**config.mk**
```make
export PLATFORM = sky130hd
export DESIGN_NAME = traffic_phase_sched_flat
export DESIGN_NICKNAME = d
export VERILOG_FILES = /design/src/rtl/traffic_phase_sched_if.sv /design/src/rtl/traffic_phase_sched.sv /design/src/flat_wrapper.sv
export SDC_FILE = /design/constraint.sdc
export NUM_CORES = 1
export LEC_CHECK = 0
export BUFFER_PORTS_ARGS = -buffer_cell sky130_fd_sc_hd__buf_2
export CAP_MARGIN = 5
export CORE_UTILIZATION = 30
export CTS_BUF_LIST = sky130_fd_sc_hd__clkbuf_4 sky130_fd_sc_hd__clkbuf_8 sky130_fd_sc_hd__clkbuf_16
export DETAILED_ROUTE_END_ITERATION = 8
export GPL_ROUTABILITY_DRIVEN = 1
export HOLD_SLACK_MARGIN = 0.02
export PLACE_DENSITY = 0.54
export SETUP_SLACK_MARGIN = 0.02
export SKIP_CTS_REPAIR_TIMING = 1
export SLEW_MARGIN = 20
export SYNTH_ARGS = -nofsm -noshare
export SYNTH_HDL_FRONTEND = slang
export SYNTH_SLANG_ARGS = --single-unit
export TNS_END_PERCENT = 1
```
**constraint.sdc**
```tcl
create_clock -name clk -period 3.65 [get_ports clk]
set_input_delay 0.5475 -clock clk [delete_from_list [all_inputs] [get_ports clk]]
set_output_delay 0.5475 -clock clk [all_outputs]
set_load 0.02 [all_outputs]
```
**src/rtl/traffic_phase_sched_if.sv**
```systemverilog
// Signal bundle between the intersection phase scheduler and its surroundings.
// Combinational wires only. The bundle adds no cycles of latency.
// There is no handshake. Requests are levels or pulses, and the heads are driven every cycle.
interface traffic_phase_sched_if;
   logic       car_sense;
   logic       ped_req;
   logic [1:0] hwy;
   logic [1:0] cntry;
   logic       walk;
   logic [2:0] phase;

   // Scheduler side
   modport slave (
      input  car_sense,
      input  ped_req,
      output hwy,
      output cntry,
      output walk,
      output phase
   );

   // Sensor / environment side
   modport master (
      output car_sense,
      output ped_req,
      input  hwy,
      input  cntry,
      input  walk,
      input  phase
   );
endinterface

```
**src/rtl/traffic_phase_sched.sv**
```systemverilog
// Timed phase scheduler for the highway/country intersection, with latched car/ped requests.
// The phase and walk registers update on each rising clk edge. The heads are decoded combinationally from phase.
// There is no backpressure. Requests are latched until served, and the highway yields only after its minimum green.
module traffic_phase_sched #(
   parameter int CNT_W     = 8,
   parameter int HWY_MIN_G = 20,
   parameter int CNTRY_G   = 15,
   parameter int YEL_T     = 4,
   parameter int ALLRED_T  = 2
) (
   input  logic                 clk,
   input  logic                 rst,
   traffic_phase_sched_if.slave bus
);

   typedef enum logic [2:0] {
      HG  = 3'd0,
      HY  = 3'd1,
      AR1 = 3'd2,
      CG  = 3'd3,
      CY  = 3'd4,
      AR2 = 3'd5
   } phase_t;

   localparam logic [CNT_W-1:0] T_HG  = CNT_W'(HWY_MIN_G - 1);
   localparam logic [CNT_W-1:0] T_CG  = CNT_W'(CNTRY_G - 1);
   localparam logic [CNT_W-1:0] T_YEL = CNT_W'(YEL_T - 1);
   localparam logic [CNT_W-1:0] T_AR  = CNT_W'(ALLRED_T - 1);

   localparam logic [1:0] RED = 2'b00;
   localparam logic [1:0] YEL = 2'b01;
   localparam logic [1:0] GRN = 2'b10;

   phase_t           phase;
   logic [CNT_W-1:0] timer;
   logic             car_pend;
   logic             ped_pend;
   logic             ped_srv;
   logic             walk;
   logic             tmo;

   assign tmo = (timer == '0);

   // Phase sequencing, dwell timer, request latches and the walk lamp
   always_ff @(posedge clk) begin
      if (rst) begin
         phase    <= HG;
         timer    <= T_HG;
         car_pend <= 1'b0;
         ped_pend <= 1'b0;
         ped_srv  <= 1'b0;
         walk     <= 1'b0;
      end else begin
         // Requests latch by default. Entry into CG overrides this below, because the later assignment wins.
         if (bus.car_sense && phase != CG) car_pend <= 1'b1;
         if (bus.ped_req)                  ped_pend <= 1'b1;

         case (phase)
            HG: begin
               // The timer parks at zero until someone is waiting on the country side
               if (!tmo) begin
                  timer <= timer - 1'b1;
               end else if (car_pend || ped_pend) begin
                  phase <= HY;
                  timer <= T_YEL;
               end
            end
            HY: begin
               if (tmo) begin
                  phase <= AR1;
                  timer <= T_AR;
               end else begin
                  timer <= timer - 1'b1;
               end
            end
            AR1: begin
               if (tmo) begin
                  // Serve everything pending now, including a button press that arrives on this edge
                  phase    <= CG;
                  timer    <= T_CG;
                  car_pend <= 1'b0;
                  ped_pend <= 1'b0;
                  ped_srv  <= ped_pend | bus.ped_req;
                  walk     <= ped_pend | bus.ped_req;
               end else begin
                  timer <= timer - 1'b1;
               end
            end
            CG: begin
               if (tmo) begin
                  phase   <= CY;
                  timer   <= T_YEL;
                  ped_srv <= 1'b0;
                  walk    <= 1'b0;
               end else begin
                  timer <= timer - 1'b1;
               end
            end
            CY: begin
               if (tmo) begin
                  phase <= AR2;
                  timer <= T_AR;
               end else begin
                  timer <= timer - 1'b1;
               end
            end
            AR2: begin
               if (tmo) begin
                  phase <= HG;
                  timer <= T_HG;
               end else begin
                  timer <= timer - 1'b1;
               end
            end
            default: begin
               // Unused codes recover to highway green with a fresh minimum green
               phase   <= HG;
               timer   <= T_HG;
               ped_srv <= 1'b0;
               walk    <= 1'b0;
            end
         endcase
      end
   end

   // Head decode from the phase register alone, so both heads are never non-RED together
   always_comb begin
      bus.hwy   = RED;
      bus.cntry = RED;
      case (phase)
         HG:      bus.hwy   = GRN;
         HY:      bus.hwy   = YEL;
         CG:      bus.cntry = GRN;
         CY:      bus.cntry = YEL;
         default: begin
            bus.hwy   = RED;
            bus.cntry = RED;
         end
      endcase
   end

   assign bus.phase = phase;
   assign bus.walk  = walk;

endmodule

```
**src/flat_wrapper.sv**
```systemverilog
// flat-port wrapper written by rule: the top's interface ports become plain ports
module traffic_phase_sched_flat 
#(
   parameter int CNT_W     = 8,
   parameter int HWY_MIN_G = 20,
   parameter int CNTRY_G   = 15,
   parameter int YEL_T     = 4,
   parameter int ALLRED_T  = 2
)
  (clk, rst, bus_car_sense, bus_ped_req, bus_hwy, bus_cntry, bus_walk, bus_phase);
  traffic_phase_sched_if bus_i ();
  input  logic clk;
  input  logic rst;
  input wire logic [$bits(bus_i.car_sense)-1:0] bus_car_sense;
  input wire logic [$bits(bus_i.ped_req)-1:0] bus_ped_req;
  output wire logic [$bits(bus_i.hwy)-1:0] bus_hwy;
  output wire logic [$bits(bus_i.cntry)-1:0] bus_cntry;
  output wire logic [$bits(bus_i.walk)-1:0] bus_walk;
  output wire logic [$bits(bus_i.phase)-1:0] bus_phase;
  assign bus_i.car_sense = bus_car_sense;
  assign bus_i.ped_req = bus_ped_req;
  assign bus_hwy = bus_i.hwy;
  assign bus_cntry = bus_i.cntry;
  assign bus_walk = bus_i.walk;
  assign bus_phase = bus_i.phase;
  traffic_phase_sched #(.CNT_W(CNT_W), .HWY_MIN_G(HWY_MIN_G), .CNTRY_G(CNTRY_G), .YEL_T(YEL_T), .ALLRED_T(ALLRED_T)) u_core (.clk(clk), .rst(rst), .bus(bus_i));
endmodule
```
After elaboration in Yosys (flattened, before gate mapping). Index checks and enable logic that the tools add are counted.

Logic and storage cells: 56. Register bits after elaboration: 14. Bits of input ports: 4. Output and inout bits: 8.

Reductions and logical operators: 8. Multiplexer cells: 26. Bitwise gates (word level): 2. $add $sub $neg: 1. Equality and inequality tests: 14.

Operators by type and width (count): 8-bit two-way mux (6); 8-bit case mux with 5 select lines (1); 3-bit two-way mux (7); 3-bit case mux with 6 select lines (1); 2-bit by 1-bit inequality test with 1-bit output, second input constant (7); 8-bit logical NOT (1); 1-bit two-way mux (8); 2-bit case mux with 2 select lines (2); 8-bit by 1-bit subtractor with 8-bit output, second input constant (1); 7-bit AND reduction (1); 3-bit by 2-bit == test with 1-bit output, second input constant (2); 3-bit == test, second input constant (2); 4-bit OR reduction (1); 3-bit by 1-bit == test with 1-bit output, second input constant (1); 3-bit logical NOT (1); 3-bit by 2-bit inequality test with 1-bit output, second input constant (1); 3-bit inequality test, second input constant (1); 1-bit case mux with 3 select lines (1); 3-bit AND reduction (1); 2-bit OR reduction (1); 1-bit logical AND (1); 1-bit logical OR (1); 1-bit inverter (1); 1-bit OR (1).

Logic depth before layout (Yosys ltp).
Word-level depth: 5. Mapped depth: 6. Gate-level depth less buffers: 5.

Worst setup path after synthesis. OpenSTA, ideal clock, no wires.

Path kind: register to output. From: register u_core.phase[2] (netlist: u_core.bus.phase[2]). To: output port bus_cntry[0]. Stages on the path, launching flop included: 3. Data arrival time: 1.333 ns. Path slack: 1.770 ns. Cells stage by stage: dfxtp_1 clkbuf_1 nor3b_1.

Word-level cells in the longest chain between the ends: 2.

Ends and longest elaborated chain: start, declared (line traffic_phase_sched.sv:34) `phase_t phase;`; start signal, assigned (line traffic_phase_sched.sv:47) `phase <= HG;`; start signal, assigned (line traffic_phase_sched.sv:64) `phase <= HY;`; start signal, assigned (line traffic_phase_sched.sv:70) `phase <= AR1;`; 3-bit == test / 3-bit by 2-bit == test with 1-bit output (equally long branches) (line traffic_phase_sched.sv:130) `case (phase)`; 2-bit case mux with 2 select lines * (line traffic_phase_sched.sv:130); end, declared (line flat_wrapper.sv:17) `output wire logic [$bits(bus_i.cntry)-1:0] bus_cntry;`.

Every way passes the cells marked *; elsewhere a longest branch is shown, timed or not.

Worst setup path in the final report.
From: register u_core.phase[0] (netlist: u_core.bus.phase[0]). To: output port bus_hwy[0].

Word-level cells in the longest chain between the ends: 2.

Ends and longest elaborated chain: 3-bit by 1-bit == test with 1-bit output / 3-bit logical NOT (equally long branches) (line traffic_phase_sched.sv:130); 2-bit case mux with 2 select lines * (line traffic_phase_sched.sv:130); end, declared (line flat_wrapper.sv:16) `output wire logic [$bits(bus_i.hwy)-1:0] bus_hwy;`.

Marked as above.

==> out/metrics.cfg <==
[outcome]
status=complete, no violations

[placed_design]
gp_congestion=0.762
io_buffers=11
pre_cts_ws_ns=1.75
dp_hpwl_um=1160
dp.cells=119

[global_route]
grt_first_pass_wirelength_um=2760
grt_overflow=0
globalRouteTotalUtil=0.141
grt_max_degree=17
grt_pass1_vias=596
antenna_found_initial=0

[synthesis]
postSynthAreaPerCell_um2=8.71
synth_top_area_frac=0.374
yosysTopAreaCell=dfxtp_1
ys_top_cells_by_count=dfxtp_1, nor3_1, o21ai_0
synth_edf_count=0
ys_seq_elements=14
yosysWarningCount=0
synthCells=86
yosysSeqAreaShare=0.374
synthesis.area_um2=749
synth_most_common_cell=dfxtp_1
synthFlopType=dfxtp_1
ys_types=31
synth.area.top_cells=dfxtp_1, nor3_1, o21ai_0
synthArstFlopShare=0
synth_fp_nets=91

[sta]
relSlewSlack=0.647
grt_setup_unrepaired=false
setup_viol_count_final=0
period_needed_ns=1.92
fin_crit_sh=0.525
tightest_slew_ns=0.530
tns_ns=0
finalMaxSlewViolations=0
max_freq_mhz=522
fin_skew_ns=0.00675
worst_slack_ns=1.73
hold_viol=0

[setup_path]
arrival_ns=1.37
crit_type=reg2out
cp_slowest_cell=dfxtp_1
cp-end-kind=output pin
cp-start-kind=register
max_stage_delay_ns=0.57
worstPathRequired_ns=3.10
critPathBufInv=2
worstPathCellList=inv_1 -> nor3_1 -> buf_2
crit_family=flip-flops
path_max_fanout=13

[power_and_ir_drop]
peakVddDrop_mv=0.151
leakagePower_nw=0.322
p_total_uw=307
p_per_area_nw_per_um2=363

[die]
dieArea_um2=2700
rows=17
die_x_um=52.0
fp.coreArea_um2=2280
initial_core_util=0.329
io_pins=12
die_h_um=52.0

[clock_tree]
cts.sinks=14
clockBufferDepth=2
clk_latency_ns=0.29
h-tree-depth=1
cts.reportedPaths.clkPinSlew_ns=0.09
cts_made_buffers=3
cts_root_buffer=clkbuf_4
cts_tree=built

[drt]
met1Wirelength_um=778
drtPass1Iterations=4
wire_per_inst_um=13.4
vias_per_cell=5.68
dr_wl_met3_um=76
drc=0
routed.top_layer=met4
met2WireLength_um=761
wl_um=1650
vias=699
antenna_left=0
drt_iter0_markers=15

[cells_and_area]
area_growth_pct=12.9
finalNetCount=101
layout-drive-gt1-share=0.211
instances_no_fill=123
diodes=0

[job]
drv_cap=0

[min_path]
hp-class=reg2reg

==> cells in the final DEF, fill, tap and decap left out, types with 2 or more instances in the layout <==
cell,n
nor4_1,2
o21ai_0,6
nand2_1,3
nor3_1,7
clkbuf_4,3
a21boi_0,2
o31ai_1,3
mux2_2,2
buf_2,11
dfxtp_1,14
nor3b_1,3
or4_1,4
a211oi_1,3
xnor2_1,2
or3_1,3
inv_1,5
a21oi_1,4
nor2_1,3
mux2i_1,2
==> stage by stage <==
stage               utilization  cell area, um^2  hold WS [ns]
floorplan                     -              749         0.464
global placement          0.356              810         0.491
detailed placement        0.356              810         0.494
CTS                       0.372              846         0.510
global route              0.372              846         0.544
finish                    0.372              846         0.506
==> worst reg2reg max path, delay by kind of cell, from the launching register on <==
| kind | cells | cell delay [ns] |
|---|---|---|
| simple gates | 2 | 0.87 |
| flops | 1 | 0.35 |
| compound gates | 1 | 0.32 |
| buf+inv | 1 | 0.07 |
| fa+ha+maj | 1 | 0.19 |
==> worst paths after layout <==
kind,cells past startpoint,endpoint,slack (ns),from
min reg2reg,2,u_core.timer[6],0.51,u_core.timer[6]
max,3,bus_hwy[0],1.73,u_core.bus.phase[0]
min,2,u_core.timer[6],0.51,u_core.timer[6]
max reg2reg,5,u_core.bus.walk,1.76,u_core.timer[1]
==> kinds of logic after synthesis <==
kind of cell	count (synthesis)	synth area share
xor+xnor	2	0.0234
buf+inv	11	0.0651
compound gates	22	0.189
mux	4	0.0568
flops	14	0.374
simple gates	32	0.275
fa+ha+maj	1	0.0167
==> power by group <==
group	leakage [nW]	internal, mW	switching, mW
combinational	0.186	0.0120	0.0128
clock	0.0210	0.0608	0.0547
sequential	0.114	0.159	0.00776
total	0.322	0.232	0.0753
==> area by class of cell <==
class	count	area, um^2
Inverter	5	18.8
Tap cell	28	35.0
Clock buffer	4	36.3
Multi-Input combinational cell	61	420
Timing Repair Buffer	11	55.1
Fill cell	239	1430
Sequential cell	14	280
==> flip-flops by register name (all words and copies together), names as in the netlist <==
signal,flops
u_core.bus.phase,3
u_core.bus.walk,1
u_core.car_pend,1
u_core.ped_pend,1
u_core.timer,8
==> per-layer routing <==
metal	vias to the layer above	global-route usage
met3	5	0.0263
met1	334	0.181
met5	-	0
met2	21	0.218
met4	0	0.0811
li1	339	-
Power figures use the tool's default switching activity.
